<file path="config.mk">
export PLATFORM = sky130hd
export DESIGN_NAME = washing_machine
export DESIGN_NICKNAME = d
export VERILOG_FILES = /design/src/rtl/washing_machine_pkg.sv /design/src/rtl/washing_machine_lane.sv /design/src/rtl/washing_machine.sv
export SDC_FILE = /design/constraint.sdc
export NUM_CORES = 2
export LEC_CHECK = 0
export BUFFER_PORTS_ARGS = -buffer_cell sky130_fd_sc_hd__buf_2
export CAP_MARGIN = 30
export CORE_AREA = 5 5 755 757
export DETAILED_ROUTE_END_ITERATION = 8
export DIE_AREA = 0 0 760 762
export PLACE_DENSITY = 0.36
export SYNTH_ARGS = -nofsm -noshare
export SYNTH_HDL_FRONTEND = slang
export SYNTH_HIERARCHICAL = 1
export SYNTH_SLANG_ARGS = --single-unit
</file>
<file path="constraint.sdc">
create_clock -name clk -period 1.5 [get_ports clk]
set_input_delay 0.075 -clock clk [delete_from_list [all_inputs] [get_ports clk]]
set_output_delay 0.075 -clock clk [all_outputs]
set_load 0.01 [all_outputs]
</file>
<file path="src/rtl/washing_machine_pkg.sv">
`default_nettype none
// ============================================================================
// Module      : washing_machine_pkg
// Description : Shared types and constants for the washing-machine controller
//               bank: the per-lane state encoding and the default lane count.
// Revision    : 1.0 - initial release
// ============================================================================
package washing_machine_pkg;

    // Default number of independent controller lanes in the bank.
    localparam int c_DEFAULT_LANES = 128;

    // Per-lane controller state, explicit 3-bit encoding. Codes 6 and 7 are
    // unused; the lane FSM treats them as illegal and recovers to CHECK_DOOR.
    typedef enum logic [2:0] {
        CHECK_DOOR    = 3'd0,
        FILL          = 3'd1,
        ADD_DETERGENT = 3'd2,
        CYCLE         = 3'd3,
        DRAIN         = 3'd4,
        SPIN          = 3'd5
    } wm_state_t;

endpackage : washing_machine_pkg
`default_nettype wire

</file>
<file path="src/rtl/washing_machine_lane.sv">
`default_nettype none
// ============================================================================
// Module      : washing_machine_lane
// Description : One washing-machine controller. Moore FSM that sequences
//               door check, fill, detergent, wash, drain, rinse fill, rinse,
//               drain and spin. Two flags track program progress: soap
//               (detergent phase done) and rinse (rinse phase entered).
// Ports       : clk, rst_n         - clock, asynchronous active-low reset
//               i_*                - scalar sensor / timer inputs
//               o_doorlock/o_motoron/o_fillvalve/o_drainvalve - actuators,
//                                    decoded from state only
//               o_done             - registered one-cycle end-of-program pulse
//               o_soap, o_rinse    - progress flags
// Revision    : 1.0 - initial release
// ============================================================================
module washing_machine_lane
    import washing_machine_pkg::*;
(
    input  logic clk,
    input  logic rst_n,
    input  logic i_closedoor,
    input  logic i_startmachine,
    input  logic i_filledmachine,
    input  logic i_detergentadded,
    input  logic i_cycle_timeout,
    input  logic i_waterdrained,
    input  logic i_spin_timeout,
    output logic o_doorlock,
    output logic o_motoron,
    output logic o_fillvalve,
    output logic o_drainvalve,
    output logic o_done,
    output logic o_soap,
    output logic o_rinse
);

    wm_state_t r_state;
    logic      r_soap;
    logic      r_rinse;
    logic      r_done;

    always_ff @(posedge clk or negedge rst_n) begin
        if (!rst_n) begin
            r_state <= CHECK_DOOR;
            r_soap  <= 1'b0;
            r_rinse <= 1'b0;
            r_done  <= 1'b0;
        end else begin
            // done is a pulse: only the SPIN exit raises it for one cycle
            r_done <= 1'b0;
            case (r_state)
                CHECK_DOOR: begin
                    if (i_startmachine && i_closedoor) begin
                        r_state <= FILL;
                    end
                end
                FILL: begin
                    // the rinse fill skips detergent because soap is already set
                    if (i_filledmachine) begin
                        r_state <= r_soap ? CYCLE : ADD_DETERGENT;
                    end
                end
                ADD_DETERGENT: begin
                    if (i_detergentadded) begin
                        r_soap  <= 1'b1;
                        r_state <= CYCLE;
                    end
                end
                CYCLE: begin
                    if (i_cycle_timeout) begin
                        r_state <= DRAIN;
                    end
                end
                DRAIN: begin
                    // first drain goes back for the rinse fill, second to spin
                    if (i_waterdrained) begin
                        if (!r_rinse) begin
                            r_rinse <= 1'b1;
                            r_state <= FILL;
                        end else begin
                            r_state <= SPIN;
                        end
                    end
                end
                SPIN: begin
                    if (i_spin_timeout) begin
                        r_state <= CHECK_DOOR;
                        r_soap  <= 1'b0;
                        r_rinse <= 1'b0;
                        r_done  <= 1'b1;
                    end
                end
                default: begin
                    r_state <= CHECK_DOOR;
                    r_soap  <= 1'b0;
                    r_rinse <= 1'b0;
                end
            endcase
        end
    end

    // Actuators depend on state only, so no sensor can glitch an output.
    always_comb begin
        o_doorlock   = 1'b0;
        o_motoron    = 1'b0;
        o_fillvalve  = 1'b0;
        o_drainvalve = 1'b0;
        case (r_state)
            FILL: begin
                o_doorlock  = 1'b1;
                o_fillvalve = 1'b1;
            end
            ADD_DETERGENT: begin
                o_doorlock = 1'b1;
            end
            CYCLE: begin
                o_doorlock = 1'b1;
                o_motoron  = 1'b1;
            end
            DRAIN: begin
                o_doorlock   = 1'b1;
                o_drainvalve = 1'b1;
            end
            SPIN: begin
                o_doorlock   = 1'b1;
                o_motoron    = 1'b1;
                o_drainvalve = 1'b1;
            end
            default: begin
                o_doorlock = 1'b0;
            end
        endcase
    end

    assign o_done  = r_done;
    assign o_soap  = r_soap;
    assign o_rinse = r_rinse;

endmodule : washing_machine_lane
`default_nettype wire

</file>
<file path="src/rtl/washing_machine.sv">
`default_nettype none
// ============================================================================
// Module      : washing_machine
// Description : Bank of LANES independent washing-machine controllers sharing
//               one clock and asynchronous active-low reset. Bit i of every
//               per-lane vector belongs to lane i.
// Ports       : clk, reset              - clock, async active-low reset
//               closedoor[2*LANES]      - door sensors; only [LANES-1:0] used
//               startmachine .. spin_timeout_check [LANES] - lane inputs
//               doorlock/motoron/fillvalue/drainvalue_check [LANES] - actuators
//               done [LANES]            - end-of-program pulse
//               detergent_wash, checkwater_wash [LANES] - progress flags
// Revision    : 1.0 - initial release
// ============================================================================
module washing_machine
    import washing_machine_pkg::*;
#(
    parameter int LANES = c_DEFAULT_LANES
) (
    input  logic               clk,
    input  logic               reset,
    input  logic [2*LANES-1:0] closedoor,
    input  logic [LANES-1:0]   startmachine,
    input  logic [LANES-1:0]   filledmachine,
    input  logic [LANES-1:0]   detergentadded,
    input  logic [LANES-1:0]   machinecycle_timeout,
    input  logic [LANES-1:0]   waterdrained,
    input  logic [LANES-1:0]   spin_timeout_check,
    output logic [LANES-1:0]   doorlock_check,
    output logic [LANES-1:0]   motoron_check,
    output logic [LANES-1:0]   fillvalue_check,
    output logic [LANES-1:0]   drainvalue_check,
    output logic [LANES-1:0]   done,
    output logic [LANES-1:0]   detergent_wash,
    output logic [LANES-1:0]   checkwater_wash
);

    // The upper half of the door bus carries no meaning for this bank.
    logic w_unused_closedoor_hi;
    assign w_unused_closedoor_hi = ^closedoor[2*LANES-1:LANES];

    for (genvar gi = 0; gi < LANES; gi++) begin : g_lane
        washing_machine_lane u_lane (
            .clk              (clk),
            .rst_n            (reset),
            .i_closedoor      (closedoor[gi]),
            .i_startmachine   (startmachine[gi]),
            .i_filledmachine  (filledmachine[gi]),
            .i_detergentadded (detergentadded[gi]),
            .i_cycle_timeout  (machinecycle_timeout[gi]),
            .i_waterdrained   (waterdrained[gi]),
            .i_spin_timeout   (spin_timeout_check[gi]),
            .o_doorlock       (doorlock_check[gi]),
            .o_motoron        (motoron_check[gi]),
            .o_fillvalve      (fillvalue_check[gi]),
            .o_drainvalve     (drainvalue_check[gi]),
            .o_done           (done[gi]),
            .o_soap           (detergent_wash[gi]),
            .o_rinse          (checkwater_wash[gi])
        );
    end

endmodule : washing_machine
`default_nettype wire

</file>
==> flow_summary.json <==
{
  "swShare": 0.429,
  "synthMuxAreaShare": 0.0820,
  "fin_nets": 12347,
  "synth_fa_ha_area_frac": 0,
  "syn_nets": 6908,
  "drtPass1Iterations": 5,
  "syn_inst": 5882,
  "busiest_layer": "met2",
  "grt_pass1_vias": 72456,
  "layout_setup_ws_ns": -0.781,
  "skew_ns": 0.0562,
  "drt_iter0_drc": 3786,
  "cp-start-kind": "flop",
  "powerDensity_nw_per_um2": 2240,
  "synthesis.area_um2": 56600,
  "crit_path_max_fanout": 2,
  "use_met2": 0.241,
  "reg2reg_depth": 11,
  "die_h_um": 762,
  "hold_end": "g_lane[5].u_lane/r_state[2]$_DFFE_PN0P_",
  "ys_seq_elements": 768,
  "dieArea_um2": 579000,
  "grt_pass1_wl_um": 613000,
  "gp_congestion": 0.993,
  "hold_ws_ns": 0.0647,
  "num_vias": 71535,
  "multiInputGateArea_um2": 36700,
  "dp_slack_ns": -0.319,
  "placement_rows": 276,
  "status": "complete, but fails checks",
  "use_met3": 0.0525,
  "viasPerCell": 3.75,
  "clock_power_share": 0.112,
  "yosysTopAreaCell": "dfrtp_1",
  "cts_sinks": 768,
  "yosys-top-cells-area": "dfrtp_1, nor4_4, a21oi_1, o32ai_2, mux2_4",
  "cp.arrival_ns": 2.21,
  "power_frac_comb": 0.739,
  "ant_nets": 0,
  "whs_path_depth": 5,
  "syn_avg_cell_area_um2": 9.63,
  "numCtsBuffers": 122,
  "use_met1": 0.181,
  "post-route-period-util": 1.52,
  "min_period_ns": 2.28,
  "grt_max_degree": 60,
  "syn2layout_area_growth_pct": 111,
  "synth_compound_area_frac": 0.254,
  "max-vdd-ir-drop_uv": 1100,
  "grt.total_usage": 0.150,
  "wire_per_inst_um": 24.1,
  "synth_top_family_by_area": "compound AO/OA/AOI/OAI gates",
  "antenna_found_initial": 335,
  "worstSetupEndpointType": "primary output",
  "timing.rr.start": "g_lane[62].u_lane/r_state[1]$_DFFE_PN0P_",
  "maxSlewHeadroom": 0.572,
  "setup_viol": 1222,
  "regArea_um2": 19600,
  "grt_setup_unrepaired": "true",
  "synth_warnings": 6,
  "clk_pin_slew_ns": 0.05,
  "io_pins": 1922,
  "min_path_type": "primary input to flop",
  "r2r_end": "g_lane[62].u_lane/r_state[2]$_DFFE_PN0P_",
  "seq_power_share": 0.149,
  "maxCapViolations": 0,
  "violations": "setup timing",
  "p_int_uw": 153000,
  "drv_slew": 0,
  "synth-simple-area-share": 0.209,
  "dp.cells": 16450,
  "clock_latency_ns": 0.91,
  "layout-drive-gt1-share": 0.582,
  "tightest_slew_ns": 0.633,
  "coreArea_um2": 563000,
  "drcViolationCount": 0,
  "die_x_um": 760,
  "stdcell_count": 19065,
  "ys_types": 41,
  "final_hold_viol_count": 0,
  "worstPathRequired_ns": 1.42,
  "rrSetupSlack_ns": -0.51,
  "clockBufferDepth": 4,
  "ys_seq_area_frac": 0.339,
  "root_buffer": "clkbuf_16",
  "drt-total-wl_um": 460000,
  "synthXorXnorAreaFrac": 0.0196,
  "synth_top_area_share": 0.339,
  "start_util": 0.101,
  "io_buffers": 1793,
  "power.leakage_uw": 0.0536,
  "grt_overflow": 0,
  "post-route-util": 0.213,
  "dp_hpwl_um": 381000,
  "nFillCells": 61930,
  "tritoncts": "built",
  "worstHoldStart": "closedoor[5]",
  "max_freq_ghz": 0.438,
  "critPathKind": "flop to primary output",
  "p_sw_uw": 115000,
  "htreeDepth": 3
}
## synth_stat cells
cell type / count
a211o_2: 127
a211oi_1: 1
a21boi_0: 1
a21oi_1: 511
a21oi_2: 127
a22o_1: 127
a311oi_1: 1
a32o_1: 1
a32oi_1: 1
and2b_1: 127
and3_1: 128
buf_2: 129
buf_4: 127
buf_6: 128
clkbuf_1: 1
dfrtp_1: 768
inv_1: 510
inv_2: 127
mux2_1: 127
mux2_2: 1
mux2_4: 128
mux2i_1: 128
nand2_1: 3
nand2b_1: 254
nand2b_4: 2
nand3b_1: 255
nor2_1: 382
nor2b_1: 1
nor2b_2: 1
nor3_1: 255
nor3b_1: 1
nor4_4: 127
nor4b_1: 127
o21a_1: 1
o21ai_0: 257
o22a_1: 127
o22ai_1: 255
o2bb2ai_1: 127
o32ai_1: 127
o32ai_2: 127
xnor2_1: 127
## worst max-delay path, cell delays in order, from the launching register on
cell and delay (ns):
dfrtp_1 0.41, buf_6 0.13, buf_6 0.11, and2b_1 0.21
inv_2 0.06, a21oi_4 0.12, buf_6 0.13, buf_12 0.14
## how the worst max path moves through the flow
stage | slack [ns] | start | cells past startpoint | end
3_3_place_gp | -0.30 | g_lane[0].u_lane/r_state[1]$_DFFE_PN0P_ | 6 | motoron_check[0]
6_report | -0.78 | g_lane[31].u_lane/r_state[1]$_DFFE_PN0P_ | 7 | motoron_check[31]
4_1_cts | -0.97 | g_lane[60].u_lane/r_state[1]$_DFFE_PN0P_ | 6 | motoron_check[60]
5_1_grt | -0.95 | g_lane[31].u_lane/r_state[1]$_DFFE_PN0P_ | 7 | motoron_check[31]
2_1_floorplan | 0.06 | g_lane[0].u_lane/r_state[0]$_DFFE_PN0P_ | 5 | g_lane[0].u_lane/r_state[2]$_DFFE_PN0P_
3_5_place_dp | -0.32 | g_lane[0].u_lane/r_state[1]$_DFFE_PN0P_ | 6 | motoron_check[0]
## final cells by class
class                   instances  area share
inverters                     637      0.0200
flip-flops and latches        768       0.164
diodes                        146     0.00305
multi-input cells            4092       0.307
clock inverters                34     0.00336
repair buffers               5700       0.394
well taps                    7506      0.0784
clock buffers                 182      0.0302
## cell families (layout without fill, tap and decap cells)
| kind of cell | after synthesis | after routing |
|---|---|---|
| mux | 384 | 384 |
| other cells | 0 | 146 |
| xor+xnor | 127 | 127 |
| buf+inv | 1022 | 6553 |
| compound gates | 1918 | 1918 |
| flops | 768 | 768 |
| simple gates | 1663 | 1663 |
## registers in the layout (all words and copies together), names as in the netlist
signal / flops
g_lane.u_lane/o_soap: 128
g_lane.u_lane/o_rinse: 128
g_lane.u_lane/r_state: 384
g_lane.u_lane/o_done: 128
## power by group through the flow
stage                     Clock [µW]  Sequential, µW  Combinational [µW]
after global routing           31900           41000              211000
after floorplan                    0           38800               76200
after detailed placement           0           42700              142000
final                          29900           40000              198000
after CTS                      31400           39800              182000
after global placement             0           43000              143000
## routing by layer
| metal | routed length [µm] | share of wire |
|---|---|---|
| met5 | 957 | 0.0021 |
| met4 | 24000 | 0.052 |
| met3 | 39400 | 0.086 |
| met2 | 206000 | 0.45 |
| met1 | 190000 | 0.41 |
## per-stage QoR
| stage | total power [µW] | setup TNS (ns) | cell area (µm²) |
|---|---|---|---|
| detailed placement | 184000 | -22.14 | 85300 |
| finish | 268000 | -366.10 | 120000 |
| CTS | 253000 | -488.00 | 113000 |
| global placement | 186000 | -21.17 | 85300 |
| floorplan | 115000 | 0 | 56600 |
| global route | 284000 | -514.25 | 120000 |
## repair_timing
item	4_1_cts	5_1_grt
pin swaps	220	243
cloned	0	0
setup buffers	951	456
resized for setup	1878	872
hold endpoints to repair	1536	0
hold buffers	1007	0
setup endpoints to repair	1318	1406
## cells in the final DEF, fill, tap and decap left out, types with 255 or more instances in the layout
cell / count
buf_4: 2060
inv_1: 508
dfrtp_2: 334
nand3b_1: 255
a21oi_1: 309
o21ai_0: 257
buf_6: 1102
nor2_1: 273
dlygate4sd3_1: 1005
buf_2: 1410
o22ai_1: 255
dfrtp_1: 434
Power figures use the tool's default switching activity.
